==> config.mk <==
export PLATFORM = sky130hd
export DESIGN_NAME = pwm_multi_ctr
export DESIGN_NICKNAME = d
export VERILOG_FILES = /design/src/rtl/pwm_pkg.sv /design/src/rtl/pwm_channel.sv /design/src/rtl/pwm_multi_ctr.sv
export SDC_FILE = /design/constraint.sdc
export NUM_CORES = 1
export LEC_CHECK = 0
export ABC_CLOCK_PERIOD_IN_PS = 3400
export BUFFER_PORTS_ARGS = -buffer_cell sky130_fd_sc_hd__buf_2
export CAP_MARGIN = 10
export CORE_ASPECT_RATIO = 0.8
export CORE_MARGIN = 2
export CORE_UTILIZATION = 30
export DETAILED_ROUTE_END_ITERATION = 10
export PLACE_DENSITY = 0.56
export SLEW_MARGIN = 10
export SYNTH_ARGS = -nofsm -noshare
export SYNTH_HDL_FRONTEND = slang
export SYNTH_SLANG_ARGS = --single-unit
==> constraint.sdc <==
create_clock -name MasterClock -period 3.4 [get_ports MasterClock]
set_input_delay 0.34 -clock MasterClock [delete_from_list [all_inputs] [get_ports MasterClock]]
set_output_delay 0.34 -clock MasterClock [all_outputs]
set_load 0.01 [all_outputs]
==> src/rtl/pwm_pkg.sv <==
`default_nettype none
// ============================================================================
// Module   : pwm_pkg
// Brief    : Shared types and helpers for the multi-channel PWM counter.
// Revision : 1.0 - initial release
// ============================================================================
package pwm_pkg;

    typedef enum logic [1:0] {
        PWM_OFF     = 2'd0,
        PWM_ONESHOT = 2'd1,
        PWM_CONT    = 2'd2,
        PWM_RSVD    = 2'd3
    } pwm_mode_t;

    localparam int c_MIN_IDX_W = 1;

    // Channel-select width; a single channel still gets a 1-bit index port.
    function automatic int ch_idx_w(input int n);
        return (n > 1) ? $clog2(n) : c_MIN_IDX_W;
    endfunction

    // The reserved encoding behaves exactly like OFF.
    function automatic pwm_mode_t sanitize_mode(input logic [1:0] m);
        return (m == PWM_RSVD) ? PWM_OFF : pwm_mode_t'(m);
    endfunction

endpackage
`default_nettype wire

==> src/rtl/pwm_channel.sv <==
`default_nettype none
// ============================================================================
// Module   : pwm_channel
// Brief    : One pulse channel: one-shot or continuous PWM, double-buffered duty.
// Revision : 1.0 - initial release
// ============================================================================
module pwm_channel
    import pwm_pkg::*;
#(
    parameter int WIDTH = 7
) (
    input  logic             clk,
    input  logic             rst,
    input  logic             i_tick,
    input  logic             i_wr,
    input  logic [1:0]       i_wr_mode,
    input  logic [WIDTH-1:0] i_wr_data,
    output logic             o_pw,
    output logic             o_busy,
    output logic             o_done
);

    localparam logic [WIDTH-1:0] c_ALL_ONES = '1;
    localparam logic [WIDTH-1:0] c_ZERO     = '0;

    pwm_mode_t        r_mode_q,   w_mode_d;
    pwm_mode_t        r_shadow_q, w_shadow_d;
    logic [WIDTH-1:0] r_cnt_q,    w_cnt_d;
    logic [WIDTH-1:0] r_buf_q,    w_buf_d;
    logic [WIDTH-1:0] r_act_q,    w_act_d;
    logic             r_pend_q,   w_pend_d;
    logic             r_pw_q,     w_pw_d;
    logic             r_busy_q,   w_busy_d;
    logic             r_done_q,   w_done_d;

    logic [WIDTH-1:0] w_cnt_inc;
    logic             w_wrap;
    logic             w_restart;

    assign w_cnt_inc = r_cnt_q + WIDTH'(1);
    assign w_wrap    = (r_cnt_q == c_ALL_ONES);
    // CONT->CONT is the only pending update that waits for the period wrap.
    assign w_restart = r_pend_q &&
                       ((r_shadow_q != r_mode_q) || (r_shadow_q == PWM_ONESHOT));

    always_comb begin
        w_mode_d   = r_mode_q;
        w_shadow_d = r_shadow_q;
        w_cnt_d    = r_cnt_q;
        w_buf_d    = r_buf_q;
        w_act_d    = r_act_q;
        w_pend_d   = r_pend_q;
        w_pw_d     = r_pw_q;
        w_busy_d   = r_busy_q;
        w_done_d   = 1'b0;

        if (i_tick) begin
            if (w_restart) begin
                w_mode_d = r_shadow_q;
                w_pend_d = 1'b0;
                case (r_shadow_q)
                    PWM_ONESHOT: begin
                        w_cnt_d  = r_buf_q;
                        w_pw_d   = 1'b1;
                        w_busy_d = 1'b1;
                    end
                    PWM_CONT: begin
                        w_cnt_d  = c_ZERO;
                        w_act_d  = r_buf_q;
                        w_pw_d   = (r_buf_q != c_ZERO);
                        w_busy_d = 1'b0;
                    end
                    default: begin
                        w_cnt_d  = c_ZERO;
                        w_pw_d   = 1'b0;
                        w_busy_d = 1'b0;
                    end
                endcase
            end else begin
                case (r_mode_q)
                    PWM_ONESHOT: begin
                        if (r_busy_q) begin
                            if (w_wrap) begin
                                w_pw_d   = 1'b0;
                                w_busy_d = 1'b0;
                                w_done_d = 1'b1;
                            end else begin
                                w_cnt_d = w_cnt_inc;
                            end
                        end
                    end
                    PWM_CONT: begin
                        w_cnt_d = w_cnt_inc;
                        // Deferred duty swap lands exactly on the period boundary.
                        if (w_wrap && r_pend_q) begin
                            w_act_d  = r_buf_q;
                            w_pend_d = 1'b0;
                            w_pw_d   = (r_buf_q != c_ZERO);
                        end else begin
                            w_pw_d = (w_cnt_inc < r_act_q);
                        end
                    end
                    default: begin
                        w_cnt_d  = c_ZERO;
                        w_pw_d   = 1'b0;
                        w_busy_d = 1'b0;
                        w_pend_d = 1'b0;
                    end
                endcase
            end
        end

        // A write in a tick cycle lands after the tick has used the old state.
        if (i_wr) begin
            w_buf_d    = i_wr_data;
            w_shadow_d = sanitize_mode(i_wr_mode);
            w_pend_d   = 1'b1;
        end
    end

    always_ff @(posedge clk) begin
        if (rst) begin
            r_mode_q   <= PWM_OFF;
            r_shadow_q <= PWM_OFF;
            r_cnt_q    <= c_ZERO;
            r_buf_q    <= c_ZERO;
            r_act_q    <= c_ZERO;
            r_pend_q   <= 1'b0;
            r_pw_q     <= 1'b0;
            r_busy_q   <= 1'b0;
            r_done_q   <= 1'b0;
        end else begin
            r_mode_q   <= w_mode_d;
            r_shadow_q <= w_shadow_d;
            r_cnt_q    <= w_cnt_d;
            r_buf_q    <= w_buf_d;
            r_act_q    <= w_act_d;
            r_pend_q   <= w_pend_d;
            r_pw_q     <= w_pw_d;
            r_busy_q   <= w_busy_d;
            r_done_q   <= w_done_d;
        end
    end

    assign o_pw   = r_pw_q;
    assign o_busy = r_busy_q;
    assign o_done = r_done_q;

endmodule
`default_nettype wire

==> src/rtl/pwm_multi_ctr.sv <==
`default_nettype none
// ============================================================================
// Module   : pwm_multi_ctr
// Brief    : Multi-channel pulse/PWM generator with per-channel write decode.
// Revision : 1.0 - initial release
// ============================================================================
module pwm_multi_ctr
    import pwm_pkg::*;
#(
    parameter int WIDTH    = 7,
    parameter int CHANNELS = 2
) (
    input  logic                          MasterClock,
    input  logic                          RESET,
    input  logic                          XCK_EN,
    input  logic                          WR,
    input  logic [ch_idx_w(CHANNELS)-1:0] WR_CH,
    input  logic [1:0]                    WR_MODE,
    input  logic [WIDTH-1:0]              WR_DATA,
    output logic [CHANNELS-1:0]           PW,
    output logic [CHANNELS-1:0]           BUSY,
    output logic [CHANNELS-1:0]           DONE
);

    localparam int                c_CH_W   = ch_idx_w(CHANNELS);
    localparam logic [c_CH_W:0]   c_NUM_CH = (c_CH_W + 1)'(CHANNELS);

    logic w_wr_valid;

    // Out-of-range channel indices are dropped before reaching any channel.
    assign w_wr_valid = WR && ({1'b0, WR_CH} < c_NUM_CH);

    generate
        for (genvar gi = 0; gi < CHANNELS; gi++) begin : g_ch
            localparam logic [c_CH_W-1:0] c_IDX = c_CH_W'(gi);

            logic w_wr_sel;
            assign w_wr_sel = w_wr_valid && (WR_CH == c_IDX);

            pwm_channel #(
                .WIDTH (WIDTH)
            ) u_ch (
                .clk       (MasterClock),
                .rst       (RESET),
                .i_tick    (XCK_EN),
                .i_wr      (w_wr_sel),
                .i_wr_mode (WR_MODE),
                .i_wr_data (WR_DATA),
                .o_pw      (PW[gi]),
                .o_busy    (BUSY[gi]),
                .o_done    (DONE[gi])
            );
        end
    endgenerate

endmodule
`default_nettype wire

==> metrics.yaml, run 1 <==
status: "finished clean"
cts_resized: 0
path_cells: "ha_1 > and3_1 > nand3_1 > xnor2_1 > ha_1 > a211o_1 > a211o_1 > a311oi_1"
start_kind: "flop"
rr_worst_depth: 8
drc_errors: 0
fp.dieW_um: 123
grt_overflow: 0
critical_path_depth: 8
grt_pass1_wl_um: 13700
cp_top_family: "compound AO/OA/AOI/OAI gates"
crit_type: "reg2reg"
whs_path_depth: 3
setup_tns_ns: 0
track_usage_pct: 14.5
r2r-start: "g_ch[1].u_ch.r_cnt_q[0]"
synth.mux.area_fraction_pct: 2.70
syn_to_final_growth_pct: 13.5
placed_area_um2: 3540
first_iter_violations: 146
critPathRequiredTime_ns: 3.63
ir_drop_v: 0.000206
cts.path.max_buffers: 2
report.final.slew_viol_count: 0
skew_ns: 0.00587
numCtsBuffers: 9
synthFlopType: "dfxtp_1"
drive_above_1_share_pct: 12.9
grt_setup_unrepaired: "false"
crit_fanout: 5
synth_xor_xnor_area_share_pct: 4.51
drt_pass1_iterations: 5
synth_top_family_by_area: "compound AO/OA/AOI/OAI gates"
grt_pass1_vias: 2621
die_y_um: 99
whs_ns: 0.267
gp_congestion: 0.878
clock_latency_ns: 0.33
arrival_ns: 2.53
postSynthNetCount: 440
post_cts_buffers: 0
yosysSeqAreaShare_pct: 34.3
diodes: 0
cts.sinks: 58
start_util_pct: 31.0
hp-class: "in2reg"
port_buffers: 19
synth_cell_types: 53
drtAntennaViolNets: 0
max_clock_freq_mhz: 436
synthAdderAreaFrac_pct: 8.13
crit_path_top_delay_cell: "dfxtp_1"
ys_ff_latch: 58
dp_hpwl_um: 6000
antenna_found_initial: 0
core-area_um2: 10900
async_reset_ff_share_pct: 0
critical-path-max-stage-delay_ns: 0.39
post_drt_wl_per_cell_um: 14.6
leakage_nw: 1.29
hp-start: "WR_DATA[4]"
cp-end-kind: "flop"
synth-compound-area-share_pct: 23.2
dr_total_vias: 2810
cp-startpoint: "g_ch[1].u_ch.r_cnt_q[0]"
row_count: 34
finalInstanceArea_um2: 3840
worstMarginPinSlew_ns: 0.790
htree_num_levels: 3
synth_edf_count: 0
report.final.setup_viol: 0
io_pins: 20
worst-path-buf-inv: 0
avgSynthCellArea_um2: 8.38
dieArea_um2: 12200
layout.nets: 448
pwr_density_cell_nw_per_um2: 463
via_per_inst: 5.01
postRouteWirelength_um: 8220
grt_max_degree: 46
cts_root_buffer: "clkbuf_16"
cts.clk_slew.worst_paths_ns: 0.06
synthSimpleGateAreaFrac_pct: 20.2
period_share_pct: 67.4
hold_viol: 0
finalCriticalPeriod_ns: 2.29
yosysWarnings: 0
cap_violations: 0
syn_inst: 404
cts_tree: "built"
netlist_area_um2: 3380
slew_headroom_pct: 47.3
hold_buffers: 0
report_power, final:
group          switching (mW)  leakage (nW)  total [mW]  internal [mW]
combinational          0.0797         0.688       0.133         0.0533
sequential             0.0278         0.472       0.727          0.699
clock                   0.345         0.135       0.917          0.571
tightest hold or removal path: cells and delay by family:
kind / cells / cell delay (ns)
buffers and inverters: 1 / 0.10
AND/OR/NAND/NOR: 1 / 0.06
AO/OA/AOI/OAI: 1 / 0.05
state kept, by name (all words and copies together), names as in the netlist:
name and cells:
g_ch.u_ch.o_done 2, g_ch.u_ch.r_act_q 14, g_ch.u_ch.r_pend_q 2, g_ch.u_ch.o_pw 2
g_ch.u_ch.r_cnt_q 14, g_ch.u_ch.o_busy 2, g_ch.u_ch.r_mode_q 4, g_ch.u_ch.r_buf_q 14
g_ch.u_ch.r_shadow_q 4
layout make-up:
| type | count | area [um^2] |
|---|---|---|
| clock buffers | 9 | 225 |
| clock inverters | 7 | 77.6 |
| fillers | 1133 | 7090 |
| inverters | 28 | 105 |
| multi-input cells | 295 | 1990 |
| flip-flops and latches | 58 | 1160 |
| well taps | 144 | 180 |
| repair buffers | 20 | 103 |
through the flow:
step                utilization, %  setup slack [ns]  cells  total power [mW]
floorplan                        -              1.30    404             0.835
global placement              32.4              1.19    545             0.871
detailed placement            32.4              1.12    545             0.873
CTS                           35.1              1.10    561              1.80
global route                  35.1             0.951    561              1.85
finish                        35.1              1.11    561              1.78
synthesized netlist by cell type (all sizes together), types with 4 or more instances:
| master | instances | area, um^2 |
|---|---|---|
| nor3 | 7 | 46.3 |
| mux2i | 8 | 80.1 |
| ha | 22 | 275 |
| nand3 | 19 | 100 |
| nand2b | 19 | 119 |
| nand2 | 51 | 194 |
| clkbuf | 12 | 45.0 |
| inv | 27 | 101 |
| nand3b | 5 | 37.5 |
| dfxtp | 58 | 1160 |
| xor2 | 8 | 100 |
| o21ai | 19 | 95.1 |
| o31a | 4 | 35.0 |
| xnor2 | 6 | 52.6 |
| buf | 11 | 85.1 |
| a22oi | 10 | 75.1 |
| a21oi | 43 | 226 |
| a31oi | 4 | 46.3 |
| a211oi | 11 | 103 |
| nor2 | 21 | 86.3 |
layout by cell type (no fill, tap or decap), types with 9 or more instances in the layout:
cell       netlist  layout
a21oi_1         42      42
buf_2            2      19
ha_1            22      22
clkbuf_16        0       9
dfxtp_1         58      58
nand2b_1        19      19
a22oi_1         10      10
nand2_1         50      50
inv_1           27      27
nand3_1         18      18
nor2_1          20      20
o21ai_0         19      19
logic make-up (layout without fill, tap and decap cells):
family,Yosys count,after routing
AND/OR/NAND/NOR,138,138
AO/OA/AOI/OAI,112,112
flip-flops,58,58
buffers and inverters,51,64
adder cells (fa/ha/maj),22,22
XOR/XNOR,14,14
multiplexers,9,9
per-layer routing:
layer,track usage [%],vias to the layer above,share of wire (%)
li1,-,1439,-
met1,23.4,1293,56
met2,17.7,68,37
met3,3.30,10,6.2
met4,5.39,0,1.4
met5,0,-,0
final timing paths:
check                                          endpoint  slack (ns)
worst max-delay path                  g_ch[1].u_ch.o_pw        1.11
worst min-delay path            g_ch[1].u_ch.r_buf_q[4]        0.27
worst max register to register        g_ch[1].u_ch.o_pw        1.11
worst min register to register  g_ch[1].u_ch.r_act_q[0]        0.48
No activity file was read; power rests on OpenSTA's default activity.
==> run 2: changes to the inputs <==
--- a/config.mk
+++ b/config.mk
@@ -5,14 +5,15 @@
 export SDC_FILE = /design/constraint.sdc
 export NUM_CORES = 1
 export LEC_CHECK = 0
-export ABC_CLOCK_PERIOD_IN_PS = 3400
+export ABC_AREA = 1
+export ABC_CLOCK_PERIOD_IN_PS = 1950
 export BUFFER_PORTS_ARGS = -buffer_cell sky130_fd_sc_hd__buf_2
 export CAP_MARGIN = 10
 export CORE_ASPECT_RATIO = 0.8
 export CORE_MARGIN = 2
 export CORE_UTILIZATION = 30
 export DETAILED_ROUTE_END_ITERATION = 10
-export PLACE_DENSITY = 0.56
+export PLACE_DENSITY = 0.58
 export SLEW_MARGIN = 10
 export SYNTH_ARGS = -nofsm -noshare
 export SYNTH_HDL_FRONTEND = slang
==> constraint.sdc (replaced) <==
create_clock -name MasterClock -period 1.95 [get_ports MasterClock]
set_input_delay 0.195 -clock MasterClock [delete_from_list [all_inputs] [get_ports MasterClock]]
set_output_delay 0.195 -clock MasterClock [all_outputs]
set_load 0.01 [all_outputs]
==> metrics.yaml, run 2 <==
fp.dieW_um: 125
r2r-start: "g_ch[1].u_ch.r_cnt_q[1]"
synthTopCellsByCount: "nand2_1 (109), nor2_1 (102), inv_1 (68), dfxtp_1 (58)"
start_kind: "flop"
drive_above_1_share_pct: 19.5
cp_top_family: "simple AND/OR/NAND/NOR gates"
r2r_slack_ns: 0.04
cp-startpoint: "g_ch[1].u_ch.r_cnt_q[1]"
dieArea_um2: 12600
track_usage_pct: 14.2
yosysWarnings: 0
max_clock_freq_mhz: 522
hp-class: "in2reg"
crit_fanout: 3
post-place-ws_ns: -0.0751
synth_top_area_share_pct: 33.0
slew_headroom_pct: 68.3
cp-end-kind: "flop"
synth_edf_count: 0
crit_type: "reg2reg"
setup_tns_ns: 0
via_per_inst: 4.69
row_count: 35
grt_pass1_wl_um: 14700
cts_tree: "built"
grt_max_degree: 54
critical_path_depth: 14
dp_hpwl_um: 6440
top_regs: "g_ch.u_ch.r_act_q (14), g_ch.u_ch.r_buf_q (14), g_ch.u_ch.r_cnt_q (14)"
layout_commonest_cell: "nand2_1"
crit_path_frequent_cell: "nor2_1"
rr_worst_depth: 14
drt_pass1_iterations: 5
status: "finished clean"
cp-endpoint: "g_ch[1].u_ch.o_pw"
mostFrequentLayoutCells: "nand2_1 (104), nor2_1 (100), inv_1 (62)"
report.final.slew_viol_count: 0
port_buffers: 19
synth_cell_types: 33
syn_to_final_growth_pct: 23.2
worst-path-buf-inv: 2
yosysMostFrequentCell: "nand2_1"
arrival_ns: 2.13
critPathRequiredTime_ns: 2.17
r2r-end: "g_ch[1].u_ch.o_pw"
grt_pass1_vias: 3059
report.final.setup_viol: 0
seqCellArea_um2: 1170
synthFlopType: "dfxtp_1"
postRouteWirelength_um: 8810
leakage_nw: 2.05
layout.nets: 599
antenna_found_initial: 0
clock_latency_ns: 0.32
finalCriticalPeriod_ns: 1.91
setup_ws_ns: 0.0360
whs_path_depth: 3
numCtsBuffers: 9
pwr_density_cell_nw_per_um2: 769
yosysSeqAreaShare_pct: 33.0
dr_total_vias: 3361
cts_root_buffer: "clkbuf_16"
synth.top_cells.by_area: "dfxtp_1 (33%), nand2_1 (12%), nor2_1 (11%)"
multi_input_area_um2: 2130
diodes: 0
period_share_pct: 98.2
avgSynthCellArea_um2: 6.63
worstMarginPinSlew_ns: 0.476
start_util_pct: 30.7
cap_violations: 0
netlist_area_um2: 3520
cts.path.max_buffers: 2
io_pins: 20
first_iter_violations: 189
syn_inst: 531
critical-path-max-stage-delay_ns: 0.38
post_drt_wl_per_cell_um: 12.3
cts.clk_slew.worst_paths_ns: 0.05
path_cells: "ha_4 > nand3_4 > nor2_4 > inv_2 > nand2_1 > inv_1 > ha_4 > nand2_2 > nor2_1 > nand2_1 > a21oi_2 > o21ai_1 > nor2_1 > nor2_1"
hold_buffers: 0
hold_viol: 0
async_reset_ff_share_pct: 0
ir_drop_v: 0.000395
ys_ff_latch: 58
postSynthNetCount: 567
gp_congestion: 0.833
grt_overflow: 0
crit_path_top_delay_cell: "dfxtp_4"
cts.sinks: 58
grt_setup_unrepaired: "true"
fillCellCount: 1233
drc_errors: 0
core-area_um2: 11500
drtAntennaViolNets: 0
skew_ns: 0.00955
die_y_um: 101
htree_num_levels: 3
synth_area_leader_cell: "dfxtp_1"
run 2: cell count changes in the layout (fill, tap and decap cells not counted), moves of 14 or more:
cell | before | now
nor2_1 | 20 | 100
nand2_1 | 50 | 104
inv_1 | 27 | 62
nand3_1 | 18 | 40
a21oi_1 | 42 | 23
nand2b_1 | 19 | 0
o21ai_0 | 19 | 38
buf_4 | 1 | 15
run 2: repair_timing:
| action | in CTS | in global routing |
|---|---|---|
| buffers inserted | 1 | 1 |
| gates resized for setup | 8 | 32 |
| pin swaps | 7 | 19 |
| setup endpoints to repair | 2 | 4 |
run 2: tightest hold or removal path, cell delays in order:
cell    delay, ns
buf_2        0.09
nor2_1       0.04
nor2_1       0.08
run 2: where the power goes:
part | switching, mW | internal (mW) | total, mW
Sequential | 0.0602 | 1.24 | 1.30
Combinational | 0.278 | 0.187 | 0.465
Clock | 0.548 | 1.02 | 1.57
run 2: cell families after synthesis:
group,after synthesis,share of synthesized area (%)
DFF,58,33.0
AOI/OAI and AO/OA,78,11.9
adders and majority gates,22,7.82
buffers and inverters,93,11.2
xor gates and xnor gates,5,1.24
and+or+nand+nor,275,34.8
run 2: per-stage QoR:
step / power [mW] / hold WS (ns) / std cells / instance area (um^2) / utilization (%)
floorplan: 1.61 / 0.264 / 531 / 3540 / -
global placement: 1.74 / 0.442 / 698 / 3870 / 33.7
detailed placement: 1.74 / 0.445 / 698 / 3870 / 33.7
CTS: 3.33 / 0.114 / 715 / 4200 / 36.6
global route: 3.48 / 0.145 / 716 / 4340 / 37.8
finish: 3.33 / 0.120 / 716 / 4340 / 37.8
run 2: worst min path at each step:
| stage | slack, ns | end | from |
|---|---|---|---|
| after CTS | 0.11 | g_ch[0].u_ch.r_buf_q[1] | WR_DATA[1] |
| after global routing | 0.15 | g_ch[0].u_ch.r_buf_q[5] | WR_DATA[5] |
| final | 0.12 | g_ch[0].u_ch.r_buf_q[1] | WR_DATA[1] |
| after detailed placement | 0.45 | g_ch[0].u_ch.r_buf_q[1] | WR_DATA[1] |
| after global placement | 0.44 | g_ch[0].u_ch.r_buf_q[1] | WR_DATA[1] |
| after floorplan | 0.26 | g_ch[0].u_ch.o_busy | RESET |
run 2: routing by layer:
metal	vias up	GRT usage [%]	part of all wire (%)
met1	1554	20.0	51
li1	1738	-	-
met3	9	2.07	3.4
met5	-	0	0
met2	60	22.0	44
met4	0	5.64	1.3
run 2: area by class of cell:
type                    instances  area share, %
well taps                     148           4.27
clock buffers                  11           5.60
repair buffers                 38           6.23
multi-input cells             380           49.0
inverters                      76           6.61
clock inverters                 5           1.24
flip-flops and latches         58           27.0
==> run 3: changes to the inputs <==
--- a/config.mk
+++ b/config.mk
@@ -9,11 +9,13 @@
 export ABC_CLOCK_PERIOD_IN_PS = 1950
 export BUFFER_PORTS_ARGS = -buffer_cell sky130_fd_sc_hd__buf_2
 export CAP_MARGIN = 10
+export CELL_PAD_IN_SITES_DETAIL_PLACEMENT = 1
+export CELL_PAD_IN_SITES_GLOBAL_PLACEMENT = 1
 export CORE_ASPECT_RATIO = 0.8
 export CORE_MARGIN = 2
 export CORE_UTILIZATION = 30
 export DETAILED_ROUTE_END_ITERATION = 10
-export PLACE_DENSITY = 0.58
+export PLACE_DENSITY = 0.71
 export SLEW_MARGIN = 10
 export SYNTH_ARGS = -nofsm -noshare
 export SYNTH_HDL_FRONTEND = slang
==> metrics.yaml, run 3 (synthesis gave the netlist of run 2 again) <==
dieArea_um2: 12600
status: "finished clean"
dr_total_vias: 3418
grt_setup_unrepaired: "true"
cap_violations: 0
cts_tree: "built"
io_pins: 20
worstMarginPinSlew_ns: 0.420
ir_drop_v: 0.000523
antenna_found_initial: 0
placed_area_um2: 3870
drt_pass1_iterations: 4
mostFrequentLayoutCells: "nand2_1 (106), nor2_1 (100), inv_1 (65)"
layout_commonest_cell: "nand2_1"
cts.clk_slew.worst_paths_ns: 0.05
track_usage_pct: 16.6
p_sw_mw: 0.901
period_share_pct: 97.5
max_clock_freq_mhz: 526
clkPwrFrac_pct: 47.1
numCtsBuffers: 9
finalInstanceArea_um2: 4320
report.final.slew_viol_count: 0
r2r-start: "g_ch[1].u_ch.r_cnt_q[1]"
arrival_ns: 2.11
cts.sinks: 58
setup_tns_ns: 0
crit_path_frequent_cell: "nor2_1"
hp-class: "in2reg"
r2r_slack_ns: 0.05
worst-path-buf-inv: 2
grt_pass1_wl_um: 16900
numPlacedInstances: 699
finalCriticalPeriod_ns: 1.90
start_kind: "flop"
path_cells: "ha_4 > nand3_4 > nor2_4 > inv_2 > nand2_1 > inv_1 > ha_1 > nand2_2 > nor2_1 > nand2_1 > a21oi_2 > o21ai_1 > nor2_1 > nor2_1"
critPathRequiredTime_ns: 2.16
critical_path_depth: 14
cts.path.max_buffers: 2
die_y_um: 101
cts_root_buffer: "clkbuf_16"
final_cell_count_no_fill: 718
core-area_um2: 11500
crit_fanout: 3
hold_viol: 0
htree_num_levels: 3
drc_errors: 0
swShare_pct: 26.8
layout.nets: 601
cp-startpoint: "g_ch[1].u_ch.r_cnt_q[1]"
report.final.setup_viol: 0
drive_above_1_share_pct: 19.1
grt_max_degree: 54
via_per_inst: 4.76
crit_type: "reg2reg"
rr_worst_depth: 14
cp_top_family: "simple AND/OR/NAND/NOR gates"
postRouteWirelength_um: 10100
skew_ns: 0.00614
pwr_density_cell_nw_per_um2: 777
critical-path-max-stage-delay_ns: 0.37
pwr-share-comb_pct: 14.0
syn_to_final_growth_pct: 22.9
clock_latency_ns: 0.32
row_count: 35
drtAntennaViolNets: 0
cp-end-kind: "flop"
start_util_pct: 30.7
power_mw: 3.36
cp-endpoint: "g_ch[1].u_ch.o_pw"
grt_pass1_vias: 3520
leakage_nw: 2.06
grt_overflow: 0
slew_headroom_pct: 71.9
dp_hpwl_um: 7580
gp_congestion: 0.847
internal_power_mw: 2.46
diodes: 0
port_buffers: 19
crit_path_top_delay_cell: "dfxtp_4"
p_seq_share_pct: 38.9
fp.dieW_um: 125
first_iter_violations: 79
post_drt_wl_per_cell_um: 14.1
top_regs: "g_ch.u_ch.r_act_q (14), g_ch.u_ch.r_buf_q (14), g_ch.u_ch.r_cnt_q (14)"
r2r-end: "g_ch[1].u_ch.o_pw"
run 3: repair_timing:
action / CTS / global route
setup buffers: 2 / 1
resized for setup: 12 / 24
endpoints found under the setup margin: 2 / 14
pin swaps: 7 / 18
hold buffers: 0 / 0
run 3: worst min-delay path by stage:
| stage | cells past startpoint | start | end |
|---|---|---|---|
| 4_1_cts | 2 | RESET | g_ch[0].u_ch.o_busy |
| 2_1_floorplan | 1 | RESET | g_ch[0].u_ch.o_busy |
| 3_5_place_dp | 2 | RESET | g_ch[0].u_ch.o_busy |
| 3_3_place_gp | 3 | WR_DATA[4] | g_ch[0].u_ch.r_buf_q[4] |
| 6_report | 2 | RESET | g_ch[0].u_ch.o_busy |
| 5_1_grt | 2 | RESET | g_ch[0].u_ch.r_pend_q |
run 3: power groups by stage:
stage          combinational [mW]  clock [mW]  sequential (mW)
3_3_place_gp                0.422           0             1.32
2_1_floorplan               0.301           0             1.31
6_report                    0.472        1.58             1.31
3_5_place_dp                0.439           0             1.33
5_1_grt                     0.538        1.66             1.31
4_1_cts                     0.455        1.61             1.30
run 3: layout make-up:
cell class                 count  area, um^2
clock inverter                 1        5.00
clock buffer                  15         298
inverter                      76         287
tap                          148         185
timing repair buffer          40         285
fill                        1511        7150
multi-input combinational    380        2090
sequential                    58        1180
run 3: through the flow:
stage               util, %  setup WS (ns)  hold WS [ns]
finish                 37.7         0.0490         0.120
global route           37.7        -0.0760         0.142
CTS                    36.9        0.00313         0.125
detailed placement     33.8         -0.120         0.462
global placement       33.8        -0.0417         0.457
floorplan                 -         0.0270         0.264
run 3: metal layers:
layer	share of wire (%)	global-route usage, %
met5	0	0
met4	1.6	6.32
met3	2.1	1.65
met2	46	27.8
met1	50	22.2
